$ cat src/rtl/issue_scoreboard.sv
// issue_scoreboard: register-write tracking and issue gating between decode
// and execute. Holds one busy bit per architectural register, an outstanding
// write count and a saturating stall counter. A sticky wb_err flags a
// write-back to a register that had no pending write.
// Build option: define SCB_WB_BYPASS_EN so a same-cycle write-back clears the
// hazard for a waiting consumer; undefined, hazards use the registered busy
// bits only.
module issue_scoreboard #(
  parameter int MAX_PENDING = 4,
  parameter int PERF_W      = 16
) (
  input  logic              clk,
  input  logic              rst,
  input  logic              id_valid,
  output logic              id_ready,
  input  logic              rs1_r_ena,
  input  logic [4:0]        rs1_r_addr,
  input  logic              rs2_r_ena,
  input  logic [4:0]        rs2_r_addr,
  input  logic              rd_w_ena,
  input  logic [4:0]        rd_w_addr,
  output logic              ex_valid,
  input  logic              ex_ready,
  input  logic              wb_valid,
  input  logic [4:0]        wb_addr,
  input  logic              flush,
  output logic [31:0]       busy_vec,
  output logic [4:0]        pend_cnt,
  output logic [PERF_W-1:0] stall_cnt,
  output logic              wb_err
);

  localparam logic [4:0] MAX_P = 5'(MAX_PENDING);

  logic [31:0]       busy_q, busy_d;
  logic [4:0]        pend_q, pend_d;
  logic [PERF_W-1:0] stall_q, stall_d;
  logic              wb_err_q, wb_err_d;

  logic [31:0] busy_haz;
  logic        hazard;
  logic        cap_ok;
  logic        gate;
  logic        issue;
  logic        set_en;
  logic        clr_en;
  logic        wb_bad;

  // Hazard and capacity checks; rst low blocks issue without waiting for an edge.
  always_comb begin
    busy_haz = busy_q;
`ifdef SCB_WB_BYPASS_EN
    if (wb_valid) busy_haz[wb_addr] = 1'b0;
`endif
    busy_haz[0] = 1'b0;
    hazard = (rs1_r_ena & busy_haz[rs1_r_addr])
           | (rs2_r_ena & busy_haz[rs2_r_addr])
           | (rd_w_ena  & busy_haz[rd_w_addr]);
    cap_ok   = ~rd_w_ena | (rd_w_addr == 5'd0) | (pend_q < MAX_P);
    gate     = rst & ~hazard & cap_ok & ~flush;
    ex_valid = id_valid & gate;
    id_ready = ex_ready & gate;
    issue    = ex_valid & ex_ready;
    set_en   = issue & rd_w_ena & (rd_w_addr != 5'd0);
    clr_en   = wb_valid & (wb_addr != 5'd0) & busy_q[wb_addr];
    wb_bad   = wb_valid & (wb_addr != 5'd0) & ~busy_q[wb_addr];
  end

  // Next-state for busy bits, pending count, stall counter and error flag.
  always_comb begin
    busy_d   = busy_q;
    pend_d   = pend_q;
    stall_d  = stall_q;
    wb_err_d = wb_err_q;

    if (flush) begin
      // Flush wins over any same-cycle issue or write-back.
      busy_d = '0;
      pend_d = '0;
    end else begin
      if (clr_en) busy_d[wb_addr]   = 1'b0;
      // Set after clear so a same-register collision leaves the bit busy.
      if (set_en) busy_d[rd_w_addr] = 1'b1;
      case ({set_en, clr_en})
        2'b10:   pend_d = pend_q + 5'd1;
        2'b01:   pend_d = pend_q - 5'd1;
        default: pend_d = pend_q;
      endcase
      if (wb_bad) wb_err_d = 1'b1;
    end
    busy_d[0] = 1'b0;

    if (id_valid && !id_ready && (stall_q != '1)) stall_d = stall_q + 1'b1;
  end

  // State registers with asynchronous active-low clear.
  always_ff @(posedge clk or negedge rst) begin
    if (!rst) begin
      busy_q   <= '0;
      pend_q   <= '0;
      stall_q  <= '0;
      wb_err_q <= 1'b0;
    end else begin
      busy_q   <= busy_d;
      pend_q   <= pend_d;
      stall_q  <= stall_d;
      wb_err_q <= wb_err_d;
    end
  end

  assign busy_vec  = busy_q;
  assign pend_cnt  = pend_q;
  assign stall_cnt = stall_q;
  assign wb_err    = wb_err_q;

endmodule

$ cat config.mk
export PLATFORM = sky130hd
export DESIGN_NAME = issue_scoreboard
export DESIGN_NICKNAME = d
export VERILOG_FILES = /design/src/rtl/issue_scoreboard.sv
export SDC_FILE = /design/constraint.sdc
export NUM_CORES = 1
export LEC_CHECK = 0
export CORE_ASPECT_RATIO = 0.9
export CORE_MARGIN = 4
export CORE_UTILIZATION = 56
export DETAILED_ROUTE_END_ITERATION = 16
export GPL_TIMING_DRIVEN = 1
export PLACE_DENSITY = 0.85
export SKIP_LAST_GASP = 1
export SLEW_MARGIN = 15
export SYNTH_ARGS = -nofsm -noshare
export SYNTH_HDL_FRONTEND = slang
export SYNTH_SLANG_ARGS = --single-unit
$ cat constraint.sdc
create_clock -name clk -period 6.2 [get_ports clk]
set_input_delay 1.24 -clock clk [delete_from_list [all_inputs] [get_ports clk]]
set_output_delay 1.24 -clock clk [all_outputs]
set_load 0.05 [all_outputs]
==> flow_results.xml <==
<?xml version="1.0" encoding="UTF-8"?>
<metrics>
  <group name="die">
    <metric name="io_pins" unit="">85</metric>
    <metric name="floorplan.initialDensity" unit="">0.592</metric>
    <metric name="die_w" unit="um">96.9</metric>
    <metric name="num_rows" unit="">28</metric>
    <metric name="core_area" unit="mm2">0.00673</metric>
    <metric name="full_die_area" unit="mm2">0.00853</metric>
    <metric name="fp.dieH" unit="um">88.0</metric>
  </group>
  <group name="setup_path">
    <metric name="worst_path_cell_chain" unit="">clkdlybuf4s50_1 -&gt; mux4_1 -&gt; mux2_2 -&gt; nor3b_1 -&gt; o41ai_2 -&gt; and4bb_1 -&gt; clkdlybuf4s50_1</metric>
    <metric name="rr_startpoint" unit="">busy_vec[14]</metric>
    <metric name="worst-endpoint-arrival" unit="ns">4.38</metric>
    <metric name="crit_path_max_incr_delay" unit="ns">0.81</metric>
    <metric name="worst_setup_path_startpoint" unit="">rs1_r_addr[1]</metric>
    <metric name="critPathRequiredTime" unit="ns">4.96</metric>
    <metric name="cpMostUsedCell" unit="">sky130_fd_sc_hd__clkdlybuf4s50_1</metric>
    <metric name="worst-setup-path-type" unit="">input pin to output pin</metric>
    <metric name="worst_setup_path_start_kind" unit="">input pin</metric>
    <metric name="critical_path.max_fanout" unit="">11</metric>
    <metric name="worst_r2r_path_depth" unit="">12</metric>
    <metric name="timing.critical_path.slowest_stage_cell" unit="">sky130_fd_sc_hd__clkdlybuf4s50_1</metric>
    <metric name="endpoint_kind" unit="">output pin</metric>
  </group>
  <group name="final_layout">
    <metric name="area_growth_syn_to_layout" unit="%">23.6</metric>
    <metric name="number_of_antenna_diodes" unit="">0</metric>
    <metric name="drive_gt1_frac" unit="">0.115</metric>
    <metric name="layout_cells_excl_fill" unit="">570</metric>
    <metric name="final_core_util" unit="">0.732</metric>
    <metric name="post-route-cell-area" unit="mm2">0.00492</metric>
    <metric name="number_of_nets_in_the_final_layout" unit="">511</metric>
  </group>
  <group name="route">
    <metric name="top_layer" unit="">met5</metric>
    <metric name="antenna_violating_nets_post_route" unit="">0</metric>
    <metric name="routed-via-count" unit="">3719</metric>
    <metric name="drt-total-wl" unit="um">12000</metric>
    <metric name="route.detailed.vias_per_inst" unit="">6.52</metric>
    <metric name="detailroute.wirelength.met3" unit="um">1400</metric>
    <metric name="drc" unit="">0</metric>
    <metric name="detail_route.iter0.violations" unit="">396</metric>
    <metric name="first_pass_iters" unit="">6</metric>
    <metric name="route.layer.met1.wl" unit="um">4800</metric>
    <metric name="wire_per_inst" unit="um">21.1</metric>
    <metric name="wl_met2" unit="um">5570</metric>
  </group>
  <group name="placement">
    <metric name="buffer_ports.inserted" unit="">83</metric>
    <metric name="hpwl" unit="um">8620</metric>
    <metric name="numPlacedInstances" unit="">562</metric>
    <metric name="pre_cts_ws" unit="ns">0.578</metric>
    <metric name="placedInstanceArea" unit="mm2">0.00480</metric>
    <metric name="globalplace.congestion" unit="">0.978</metric>
  </group>
  <group name="synthesis">
    <metric name="synth-async-reset-ratio" unit="">1.00</metric>
    <metric name="post_synthesis_instance_area" unit="mm2">0.00398</metric>
    <metric name="syn-mean-instance-area" unit="um2">9.72</metric>
    <metric name="ys_warn_count" unit="">0</metric>
    <metric name="yosys.cell_types.count" unit="">65</metric>
    <metric name="synth_top_flop_cell" unit="">sky130_fd_sc_hd__dfrtp_1</metric>
    <metric name="yosys-top-cells-area" unit="">sky130_fd_sc_hd__dfrtp_1 33%, sky130_fd_sc_hd__mux4_2 9.0%, sky130_fd_sc_hd__o21ai_0 6.9%</metric>
    <metric name="post-synth-top-area-fraction" unit="">0.333</metric>
    <metric name="syn_nets" unit="">442</metric>
    <metric name="synth_area_leader_cell" unit="">sky130_fd_sc_hd__dfrtp_1</metric>
    <metric name="synth-seq-area-share" unit="">0.333</metric>
    <metric name="post_synth_inst_count" unit="">410</metric>
    <metric name="synth_edf_count" unit="">0</metric>
    <metric name="synth_seq_cells" unit="">53</metric>
  </group>
  <group name="worst_hold_path">
    <metric name="hold_start" unit="">wb_err</metric>
    <metric name="min_delay_path_depth" unit="">1</metric>
    <metric name="worst_hold_path_type" unit="">flop to flop</metric>
  </group>
  <group name="timing">
    <metric name="final_max_slew_viol_count" unit="">0</metric>
    <metric name="fin_tns_setup" unit="ns">0</metric>
    <metric name="report.final.hold_viol_count" unit="">0</metric>
    <metric name="clock_skew" unit="ns">0.00451</metric>
    <metric name="maxClockFrequency" unit="MHz">178</metric>
    <metric name="slew_headroom" unit="">0.524</metric>
    <metric name="min_period" unit="ns">5.62</metric>
    <metric name="final_setup_vio_count" unit="">0</metric>
    <metric name="final_period_utilization" unit="">0.907</metric>
    <metric name="grt_setup_unrepaired" unit="">false</metric>
    <metric name="worst-slew-pin-transition" unit="ns">0.715</metric>
    <metric name="fin_hold_ws" unit="ns">0.472</metric>
    <metric name="final_worst_setup_slack" unit="ns">0.577</metric>
  </group>
  <group name="pwr">
    <metric name="power-per-cell-area" unit="mW/mm2">219</metric>
    <metric name="power_leakage" unit="nW">1.94</metric>
    <metric name="vdd_drop_max" unit="uV">181</metric>
    <metric name="fin_total_pwr" unit="mW">1.08</metric>
  </group>
  <group name="global_route">
    <metric name="grt_overflow_total" unit="">0</metric>
    <metric name="first_global_vias" unit="">3793</metric>
    <metric name="maximum_number_of_pins_on_one_net_before_global_route_repair" unit="">54</metric>
    <metric name="antenna_found_initial" unit="">1</metric>
    <metric name="globalRouteTotalUtil" unit="">0.291</metric>
    <metric name="first_pass_grt_wire_length" unit="um">20000</metric>
  </group>
  <group name="run">
    <metric name="max-cap-violations" unit="">0</metric>
  </group>
  <group name="clocking">
    <metric name="cts.clk_slew.worst_paths" unit="ns">0.09</metric>
    <metric name="postCtsSetupRepairBufs" unit="">0</metric>
    <metric name="cts_htree_levels" unit="">2</metric>
    <metric name="clkLatencyLatePin" unit="ns">0.31</metric>
    <metric name="numCtsBuffers" unit="">5</metric>
    <metric name="tritoncts_clock_tree" unit="">yes</metric>
    <metric name="clkSinkCount" unit="">53</metric>
    <metric name="cts-root-to-sink-buffers" unit="">2</metric>
    <metric name="root_buffer" unit="">sky130_fd_sc_hd__clkbuf_8</metric>
    <metric name="postCtsHoldBufs" unit="">0</metric>
    <metric name="cts_resized" unit="">0</metric>
  </group>
  <group name="status">
    <metric name="run_status" unit="">completed</metric>
  </group>
</metrics>
==> logic make-up after synthesis <==
| family | Yosys count | share of synthesized area |
|---|---|---|
| multiplexers | 51 | 0.188 |
| AO/OA/AOI/OAI | 101 | 0.153 |
| adder cells (fa/ha/maj) | 3 | 0.00942 |
| other | 1 | 0.000941 |
| flip-flops | 53 | 0.333 |
| XOR/XNOR | 17 | 0.0374 |
| buffers and inverters | 39 | 0.0521 |
| AND/OR/NAND/NOR | 145 | 0.227 |
==> report_power, final <==
part | switching (mW) | internal [mW] | total, mW
clock network | 0.118 | 0.131 | 0.250
registers | 0.0494 | 0.384 | 0.433
logic | 0.254 | 0.140 | 0.394
total | 0.422 | 0.655 | 1.08
==> routing by layer <==
layer,up-vias,track usage
met5,-,0
met4,2,0.0982
met3,31,0.0645
met2,255,0.459
met1,1770,0.404
li1,1661,-
==> worst paths after layout <==
path | endpoint | slack (ns)
worst min-delay path | wb_err | 0.47
min in group asynchronous | busy_vec[21] | 1.07
max in group asynchronous | busy_vec[10] | 4.67
worst max-delay path | id_ready | 0.58
worst min register to register | wb_err | 0.47
worst max register to register | pend_cnt[4] | 2.41
==> registers in the layout, summed over array words and instances, names as in the netlist <==
register	flops
wb_err	1
busy_vec	31
pend_cnt	5
stall_cnt	16
==> synth_stat cells, types with 5 or more instances <==
master	n
sky130_fd_sc_hd__a21oi_1	10
sky130_fd_sc_hd__buf_2	7
sky130_fd_sc_hd__buf_4	6
sky130_fd_sc_hd__clkbuf_1	10
sky130_fd_sc_hd__dfrtp_1	53
sky130_fd_sc_hd__inv_1	11
sky130_fd_sc_hd__mux2_2	12
sky130_fd_sc_hd__mux2i_1	18
sky130_fd_sc_hd__mux4_2	16
sky130_fd_sc_hd__nand2_1	17
sky130_fd_sc_hd__nand2b_1	10
sky130_fd_sc_hd__nand3_1	14
sky130_fd_sc_hd__nand3b_1	8
sky130_fd_sc_hd__nor2_1	18
sky130_fd_sc_hd__nor2b_1	28
sky130_fd_sc_hd__nor3_1	9
sky130_fd_sc_hd__nor3_2	5
sky130_fd_sc_hd__o21ai_0	55
sky130_fd_sc_hd__o22ai_1	7
sky130_fd_sc_hd__o31ai_1	5
sky130_fd_sc_hd__or3_1	5
sky130_fd_sc_hd__xnor2_1	5
sky130_fd_sc_hd__xor2_1	12
==> final cells by class <==
class	count	area, um2
Sequential cell	53	1330
Fill cell	531	1800
Tap cell	90	113
Multi-Input combinational cell	318	2450
Clock buffer	6	82.6
Clock inverter	2	37.5
Inverter	12	45.0
Timing Repair Buffer	89	871
==> worst max-delay path: cells and delay by family <==
| family | cells | cell delay [ns] |
|---|---|---|
| buffers and inverters | 2 | 1.58 |
| AOI/OAI and AO/OA | 1 | 0.14 |
| muxes | 2 | 0.87 |
| and+or+nand+nor | 2 | 0.55 |
==> cells in the final DEF (no fill, tap or decap), types with 6 or more instances in the layout <==
cell type                         instances
sky130_fd_sc_hd__mux4_2                  16
sky130_fd_sc_hd__nor2_1                  18
sky130_fd_sc_hd__nor3_1                   9
sky130_fd_sc_hd__o22ai_1                  7
sky130_fd_sc_hd__dfrtp_1                 53
sky130_fd_sc_hd__nand2b_1                10
sky130_fd_sc_hd__nand3_1                 14
sky130_fd_sc_hd__a21oi_1                 10
sky130_fd_sc_hd__mux2_2                  12
sky130_fd_sc_hd__clkbuf_8                 6
sky130_fd_sc_hd__inv_1                   11
sky130_fd_sc_hd__xor2_1                  12
sky130_fd_sc_hd__buf_4                    6
sky130_fd_sc_hd__o21ai_0                 55
sky130_fd_sc_hd__mux2i_1                 18
sky130_fd_sc_hd__clkdlybuf4s50_1         82
sky130_fd_sc_hd__nor2b_1                 28
sky130_fd_sc_hd__nand3b_1                 8
sky130_fd_sc_hd__nand2_1                 17
Note: power is estimated with default switching activity, not from simulation.
